### config.mk
export PLATFORM = sky130hd
export DESIGN_NAME = slot_game_ctrl
export DESIGN_NICKNAME = d
export VERILOG_FILES = /design/src/rtl/slot_game_ctrl.sv
export SDC_FILE = /design/constraint.sdc
export NUM_CORES = 1
export LEC_CHECK = 0
export BUFFER_PORTS_ARGS = -buffer_cell sky130_fd_sc_hd__buf_4
export CORE_MARGIN = 3
export CORE_UTILIZATION = 40
export CTS_BUF_LIST = sky130_fd_sc_hd__clkbuf_2
export DETAILED_ROUTE_END_ITERATION = 10
export PLACE_DENSITY_LB_ADDON = 0.2
export SLEW_MARGIN = 0
export SYNTH_ARGS = -nofsm -noshare
export SYNTH_HDL_FRONTEND = slang
export SYNTH_SLANG_ARGS = --single-unit
### constraint.sdc
create_clock -name clock_in -period 5.64 [get_ports clock_in]
set_input_delay 0.282 -clock clock_in [delete_from_list [all_inputs] [get_ports clock_in]]
set_output_delay 0.282 -clock clock_in [all_outputs]
set_load 0.01 [all_outputs]
### src/rtl/slot_game_ctrl.sv
// Slot machine game controller: debounces the player button, debits a bet, launches the reels,
// evaluates the stopped reels, credits the payout and presents the balance as 3-digit BCD.
module slot_game_ctrl #(
  parameter int DEBOUNCE_CYCLES = 500000,
  parameter int BUSY_TIMEOUT    = 16,
  parameter int START_CREDITS   = 10,
  parameter int BET             = 1,
  parameter int PAY_PAIR        = 2,
  parameter int PAY_TRIPLE      = 20,
  parameter int MAX_CREDITS     = 999
) (
  input  logic        clock_in,
  input  logic        CLR,
  input  logic        button,
  input  logic [3:0]  reel1,
  input  logic [3:0]  reel2,
  input  logic [3:0]  reel3,
  input  logic        reels_busy,
  output logic        spin_start,
  output logic [11:0] credits_bcd,
  output logic [1:0]  result,
  output logic        win,
  output logic        game_over
);

  typedef enum logic [2:0] {
    S_IDLE, S_DEBIT, S_LAUNCH, S_WAIT_BUSY, S_WAIT_STOP, S_EVAL, S_PAY
  } state_t;

  // Double-dabble; the balance is saturated below 1000 so three digits always suffice.
  function automatic logic [11:0] to_bcd(input logic [9:0] bin);
    logic [21:0] dd;
    dd = {12'd0, bin};
    for (int i = 0; i < 10; i++) begin
      if (dd[13:10] > 4'd4) dd[13:10] = dd[13:10] + 4'd3;
      if (dd[17:14] > 4'd4) dd[17:14] = dd[17:14] + 4'd3;
      if (dd[21:18] > 4'd4) dd[21:18] = dd[21:18] + 4'd3;
      dd = {dd[20:0], 1'b0};
    end
    return dd[21:10];
  endfunction

  localparam int DW = (DEBOUNCE_CYCLES > 1) ? $clog2(DEBOUNCE_CYCLES) : 1;
  localparam int TW = (BUSY_TIMEOUT > 1) ? $clog2(BUSY_TIMEOUT) : 1;
  localparam logic [DW-1:0] DB_LAST    = DW'(DEBOUNCE_CYCLES - 1);
  localparam logic [TW-1:0] TMO_LAST   = TW'(BUSY_TIMEOUT - 1);
  localparam logic [9:0]    START_C    = 10'(START_CREDITS);
  localparam logic [9:0]    BET_C      = 10'(BET);
  localparam logic [10:0]   PAIR_C     = 11'(PAY_PAIR);
  localparam logic [10:0]   TRIPLE_C   = 11'(PAY_TRIPLE);
  localparam logic [10:0]   MAX_C      = 11'(MAX_CREDITS);
  localparam logic [11:0]   START_BCD  = to_bcd(START_C);

  state_t          state_q, state_d;
  logic            sync1_q, sync1_d, sync2_q, sync2_d;
  logic            db_lvl_q, db_lvl_d, db_dly_q, db_dly_d, press_q, press_d;
  logic [DW-1:0]   db_cnt_q, db_cnt_d;
  logic [TW-1:0]   tmo_q, tmo_d;
  logic [9:0]      credits_q, credits_d;
  logic [11:0]     bcd_q, bcd_d;
  logic [1:0]      result_q, result_d;
  logic            win_q, win_d;
  logic [3:0]      r1_q, r1_d, r2_q, r2_d, r3_q, r3_d;
  logic [10:0]     payout, sum;
  logic            eq12, eq13, eq23;

  always_ff @(posedge clock_in or posedge CLR) begin
    if (CLR) begin
      state_q   <= S_IDLE;
      sync1_q   <= 1'b0;
      sync2_q   <= 1'b0;
      db_lvl_q  <= 1'b0;
      db_dly_q  <= 1'b0;
      press_q   <= 1'b0;
      db_cnt_q  <= '0;
      tmo_q     <= '0;
      credits_q <= START_C;
      bcd_q     <= START_BCD;
      result_q  <= 2'b00;
      win_q     <= 1'b0;
      r1_q      <= 4'd0;
      r2_q      <= 4'd0;
      r3_q      <= 4'd0;
    end else begin
      state_q   <= state_d;
      sync1_q   <= sync1_d;
      sync2_q   <= sync2_d;
      db_lvl_q  <= db_lvl_d;
      db_dly_q  <= db_dly_d;
      press_q   <= press_d;
      db_cnt_q  <= db_cnt_d;
      tmo_q     <= tmo_d;
      credits_q <= credits_d;
      bcd_q     <= bcd_d;
      result_q  <= result_d;
      win_q     <= win_d;
      r1_q      <= r1_d;
      r2_q      <= r2_d;
      r3_q      <= r3_d;
    end
  end

  // Button conditioning: the count restarts whenever the synchronized level returns to the accepted one.
  always_comb begin
    sync1_d  = button;
    sync2_d  = sync1_q;
    db_lvl_d = db_lvl_q;
    db_cnt_d = db_cnt_q;
    if (sync2_q == db_lvl_q) begin
      db_cnt_d = '0;
    end else if (db_cnt_q == DB_LAST) begin
      db_lvl_d = sync2_q;
      db_cnt_d = '0;
    end else begin
      db_cnt_d = db_cnt_q + DW'(1);
    end
    db_dly_d = db_lvl_q;
    press_d  = db_lvl_q & ~db_dly_q;
  end

  always_comb begin
    eq12   = (r1_q == r2_q);
    eq13   = (r1_q == r3_q);
    eq23   = (r2_q == r3_q);
    payout = (result_q == 2'b10) ? TRIPLE_C : (result_q == 2'b01) ? PAIR_C : 11'd0;
    sum    = {1'b0, credits_q} + payout;
  end

  always_comb begin
    state_d   = state_q;
    credits_d = credits_q;
    result_d  = result_q;
    win_d     = win_q;
    r1_d      = r1_q;
    r2_d      = r2_q;
    r3_d      = r3_q;
    tmo_d     = '0;
    bcd_d     = to_bcd(credits_q);
    case (state_q)
      S_IDLE:      if (press_q && (credits_q >= BET_C)) state_d = S_DEBIT;
      S_DEBIT: begin
        credits_d = credits_q - BET_C;
        result_d  = 2'b00;
        win_d     = 1'b0;
        state_d   = S_LAUNCH;
      end
      S_LAUNCH:    state_d = S_WAIT_BUSY;
      S_WAIT_BUSY: begin
        tmo_d = tmo_q + TW'(1);
        if (reels_busy) begin
          state_d = S_WAIT_STOP;
        end else if (tmo_q == TMO_LAST) begin
          // Reels never moved: they were already on target, so their values are final.
          r1_d    = reel1;
          r2_d    = reel2;
          r3_d    = reel3;
          state_d = S_EVAL;
        end
      end
      S_WAIT_STOP: begin
        if (!reels_busy) begin
          r1_d    = reel1;
          r2_d    = reel2;
          r3_d    = reel3;
          state_d = S_EVAL;
        end
      end
      S_EVAL: begin
        if (eq12 && eq23)              result_d = 2'b10;
        else if (eq12 || eq13 || eq23) result_d = 2'b01;
        else                           result_d = 2'b00;
        win_d   = (eq12 || eq13 || eq23);
        state_d = S_PAY;
      end
      S_PAY: begin
        credits_d = (sum > MAX_C) ? MAX_C[9:0] : sum[9:0];
        state_d   = S_IDLE;
      end
      default:     state_d = S_IDLE;
    endcase
  end

  assign spin_start  = (state_q == S_LAUNCH);
  assign credits_bcd = bcd_q;
  assign result      = result_q;
  assign win         = win_q;
  assign game_over   = (state_q == S_IDLE) && (credits_q < BET_C);

endmodule
==> impl_metrics.env <==
export IMPL_critPathSlowestCell="dfrtp_2"
export IMPL_setup_viol=0
export IMPL_vias=4439
export IMPL_p_clk_share_pct=34.3
export IMPL_die_h_um=119.5
export IMPL_cts_max_level=3
export IMPL_core_area_um2=12310
export IMPL_wl_per_cell_um=14.63
export IMPL_fill_cells=1232
export IMPL_p_seq_share_pct=60.1
export IMPL_vias_per_cell=5.633
export IMPL_drv_cap=0
export IMPL_synthesis_area_um2=5150
export IMPL_critPathLaunchType="flip-flop"
export IMPL_rows=40
export IMPL_n_antenna_cell=0
export IMPL_clock_fmax_mhz=191.0
export IMPL_period_minus_slack_ps=5236
export IMPL_gr_total_overflow=0
export IMPL_clockRootBuffer="clkbuf_2"
export IMPL_path_cells="inv_1 > ha_1 > inv_1 > ha_2 > and2_1 > o32a_4 > o21ai_2 > nand3_1 > a22o_1 > o31a_1 > nor3_4 > inv_2 > ha_1 > o21a_1 > xnor2_1 > ha_2 > or3b_2 > a21oi_1 > a221o_1"
export IMPL_clock_skew_ps=19.00
export IMPL_relSlewSlack_pct=31.04
export IMPL_grt_pass1_wl_um=19820
export IMPL_min_path_type="flip-flop to flip-flop"
export IMPL_whs_path_depth=0
export IMPL_internal_power_mw=0.6206
export IMPL_power_density_nw_per_um2=144.0
export IMPL_layout_drive_gt1_share_pct=16.77
export IMPL_tightest_slew_ps=1034
export IMPL_cts_tree="done"
export IMPL_cts_setup_buffers=0
export IMPL_hold_viol=0
export IMPL_p_sw_share_pct=25.70
export IMPL_status="complete, no violations"
export IMPL_synth_area_per_cell_um2=8.879
export IMPL_period_share_pct=92.84
export IMPL_power_switching_mw=0.2147
export IMPL_cts_buffers=9
export IMPL_die_x_um=119.5
export IMPL_dp_hpwl_um=8065
export IMPL_synth_ff_type="dfrtp_1"
export IMPL_slowest_delay_ps=520
export IMPL_path_max_fanout=11
export IMPL_setup_ws_ps=403.6
export IMPL_synth_edf_count=0
export IMPL_crit_required_ps=6090
export IMPL_dieArea_um2=14270
export IMPL_cp_data_arrival_time_ps=5680
export IMPL_initial_core_util_pct=41.83
export IMPL_peakVddDrop_mv=0.1130
export IMPL_p_leak_nw=2.389
export IMPL_rsz0062_at_grt="no"
export IMPL_r2r_cells=19
export IMPL_firstDrtPassIters=5
export IMPL_regArea_um2=1707
export IMPL_drc=0
export IMPL_path_clk_slew_ps=210
export IMPL_synthArstFlopShare_pct=100.0
export IMPL_synth_seq_cells=68
export IMPL_place_ws_ps=280.1
export IMPL_synth_nets=620
export IMPL_combinationalPowerShare_pct=5.6
export IMPL_grt_max_degree=69
export IMPL_syn2layout_area_growth_pct=12.66
export IMPL_multi_input_area_um2=3232
export IMPL_ant_nets=0
export IMPL_clk_path_buf_depth=2
export IMPL_dp_cells=757
export IMPL_clock_latency_ps=510
export IMPL_routed_wl_um=11530
export IMPL_fin_cells=788
export IMPL_ios=33
export IMPL_antenna_found_initial=0
export IMPL_yosysSeqAreaShare_pct=33.11
export IMPL_grt_pass1_vias=4285
export IMPL_slew_viol_final=0
export IMPL_setup_tns_ps=0
export IMPL_yosysWarnings=0
export IMPL_synth_cells=580
export IMPL_endpoint_kind="flip-flop"
export IMPL_fin_nets=655
export IMPL_place_congestion=0.8967
export IMPL_synth_cell_type_count=81
export IMPL_drtIter0Drc=278
export IMPL_critPathKind="flip-flop to flip-flop"
export IMPL_grt_util_all_layers_pct=16.43
export IMPL_io_buffers=32
export IMPL_cts_sinks=68
==> path summary, 6_finish.rpt <==
kind / start / end / slack [ps]
max in group asynchronous: CLR / credits_q[7]$_DFFE_PP0P_ / 4490
min in group asynchronous: CLR / r1_q[3]$_DFFE_PP0P_ / 570
max reg2reg: credits_q[7]$_DFFE_PP0P_ / credits_bcd[3]$_DFF_PP0_ / 400
min: sync1_q$_DFF_PP0_ / sync2_q$_DFF_PP0_ / 390
max: credits_q[7]$_DFFE_PP0P_ / credits_bcd[3]$_DFF_PP0_ / 400
min reg2reg: sync1_q$_DFF_PP0_ / sync2_q$_DFF_PP0_ / 390
==> synthesized netlist by cell type, drive strengths merged (4+ instances only) <==
cell / number / share of area [%]
dfrtp: 65 / 32
nor2: 59 / 4.4
o21ai: 37 / 3.7
xnor2: 37 / 6.3
nand2: 34 / 2.6
nand3: 31 / 3.0
a21oi: 25 / 2.4
ha: 23 / 5.6
inv: 23 / 1.7
mux2: 18 / 3.9
clkbuf: 17 / 1.2
nor3: 17 / 2.2
buf: 14 / 1.7
xor2: 14 / 2.4
nor4: 12 / 1.5
a31oi: 11 / 1.3
nor2b: 9 / 1.1
o211ai: 9 / 1.3
o22ai: 9 / 1.1
o31ai: 9 / 1.7
nand4: 7 / 0.85
and3: 6 / 0.73
mux2i: 6 / 1.2
or3: 6 / 0.83
a21o: 5 / 0.73
nand2b: 5 / 0.61
nand4b: 5 / 0.85
o21a: 5 / 0.73
a211oi: 4 / 0.58
and2: 4 / 0.49
o211a: 4 / 0.78
==> timing repair <==
action                     in CTS  in global routing
gates resized for setup         0                  8
hold buffers                   15                  0
setup endpoints to repair       0                  9
hold endpoints to repair       41                  0
==> cells by family (layout without fill, tap and decap cells) <==
| kind of cell | after synthesis | after routing | share of synthesized area (%) |
|---|---|---|---|
| and+or+nand+nor | 203 | 203 | 20.43 |
| AOI/OAI and AO/OA | 154 | 154 | 21.62 |
| DFF | 68 | 68 | 33.11 |
| buffers and inverters | 55 | 95 | 4.640 |
| xor gates and xnor gates | 52 | 52 | 9.111 |
| adders and majority gates | 24 | 24 | 5.977 |
| muxes | 24 | 24 | 5.102 |
==> registers in the layout (all words and copies together) (netlist names), 2 cells and up <==
signal       count
db_cnt_q        19
r3_q             4
state_q          3
result           2
r2_q             4
credits_bcd     12
credits_q       10
tmo_q            4
r1_q             4
==> worst max-delay path: cells and delay by family (launching register included) <==
| kind | cells | cell delay (ps) |
|---|---|---|
| AO/OA/AOI/OAI | 7 | 1790 |
| adder cells (fa/ha/maj) | 4 | 1130 |
| AND/OR/NAND/NOR | 4 | 1090 |
| flip-flops | 1 | 520 |
| buffers and inverters | 3 | 380 |
| XOR/XNOR | 1 | 250 |
==> cells in the final DEF (no fill, tap or decap), types with 6 or more instances in the layout <==
cell type       n
nor4_1         12
dfrtp_1        64
clkbuf_2        9
o21ai_0        30
mux2i_1         6
nor2_1         58
and3_1          6
o21ai_1         6
nand2_1        33
o211ai_1        9
nand3_1        31
nand4_1         7
buf_4          40
o31ai_1         7
xnor2_1        37
mux2_2         17
inv_1          21
a31oi_1        11
a21oi_1        25
nor3_1         14
nor2b_1         9
dlygate4sd3_1  15
o22ai_1         8
xor2_1         14
ha_1           20
==> power groups by stage <==
stage | logic [mW] | registers [mW] | clock network, mW
4_1_cts | 0.0484 | 0.502 | 0.301
3_5_place_dp | 0.0402 | 0.511 | 0
6_report | 0.0471 | 0.502 | 0.286
5_1_grt | 0.0535 | 0.504 | 0.316
3_3_place_gp | 0.0394 | 0.510 | 0
2_1_floorplan | 0.0258 | 0.509 | 0
==> routing by layer <==
layer	GRT usage, %	vias up	share of wire (%)
met1	21.94	2114	46
met3	2.802	17	4.4
met4	5.225	0	1.6
met5	0	-	0
li1	-	2200	-
met2	27.15	108	48
==> through the flow <==
stage	hold slack, ps	instance area [um^2]	utilization [%]	total power, mW
3_5_place_dp	362.2	5512	44.77	0.5511
4_1_cts	368.5	5774	46.90	0.8513
5_1_grt	390.0	5802	47.12	0.8734
6_report	389.7	5802	47.12	0.8353
2_1_floorplan	313.4	5150	-	0.5351
3_3_place_gp	335.1	5512	44.77	0.5497
==> cell type report <==
cell class | count | share of cell area (%)
clock buffers | 9 | 0.7764
inverters | 24 | 1.553
multi-input cells | 457 | 55.70
well taps | 168 | 3.623
clock inverters | 7 | 1.165
flip-flops and latches | 68 | 29.42
repair buffers | 55 | 7.764
Note: power is estimated with default switching activity, not from simulation.
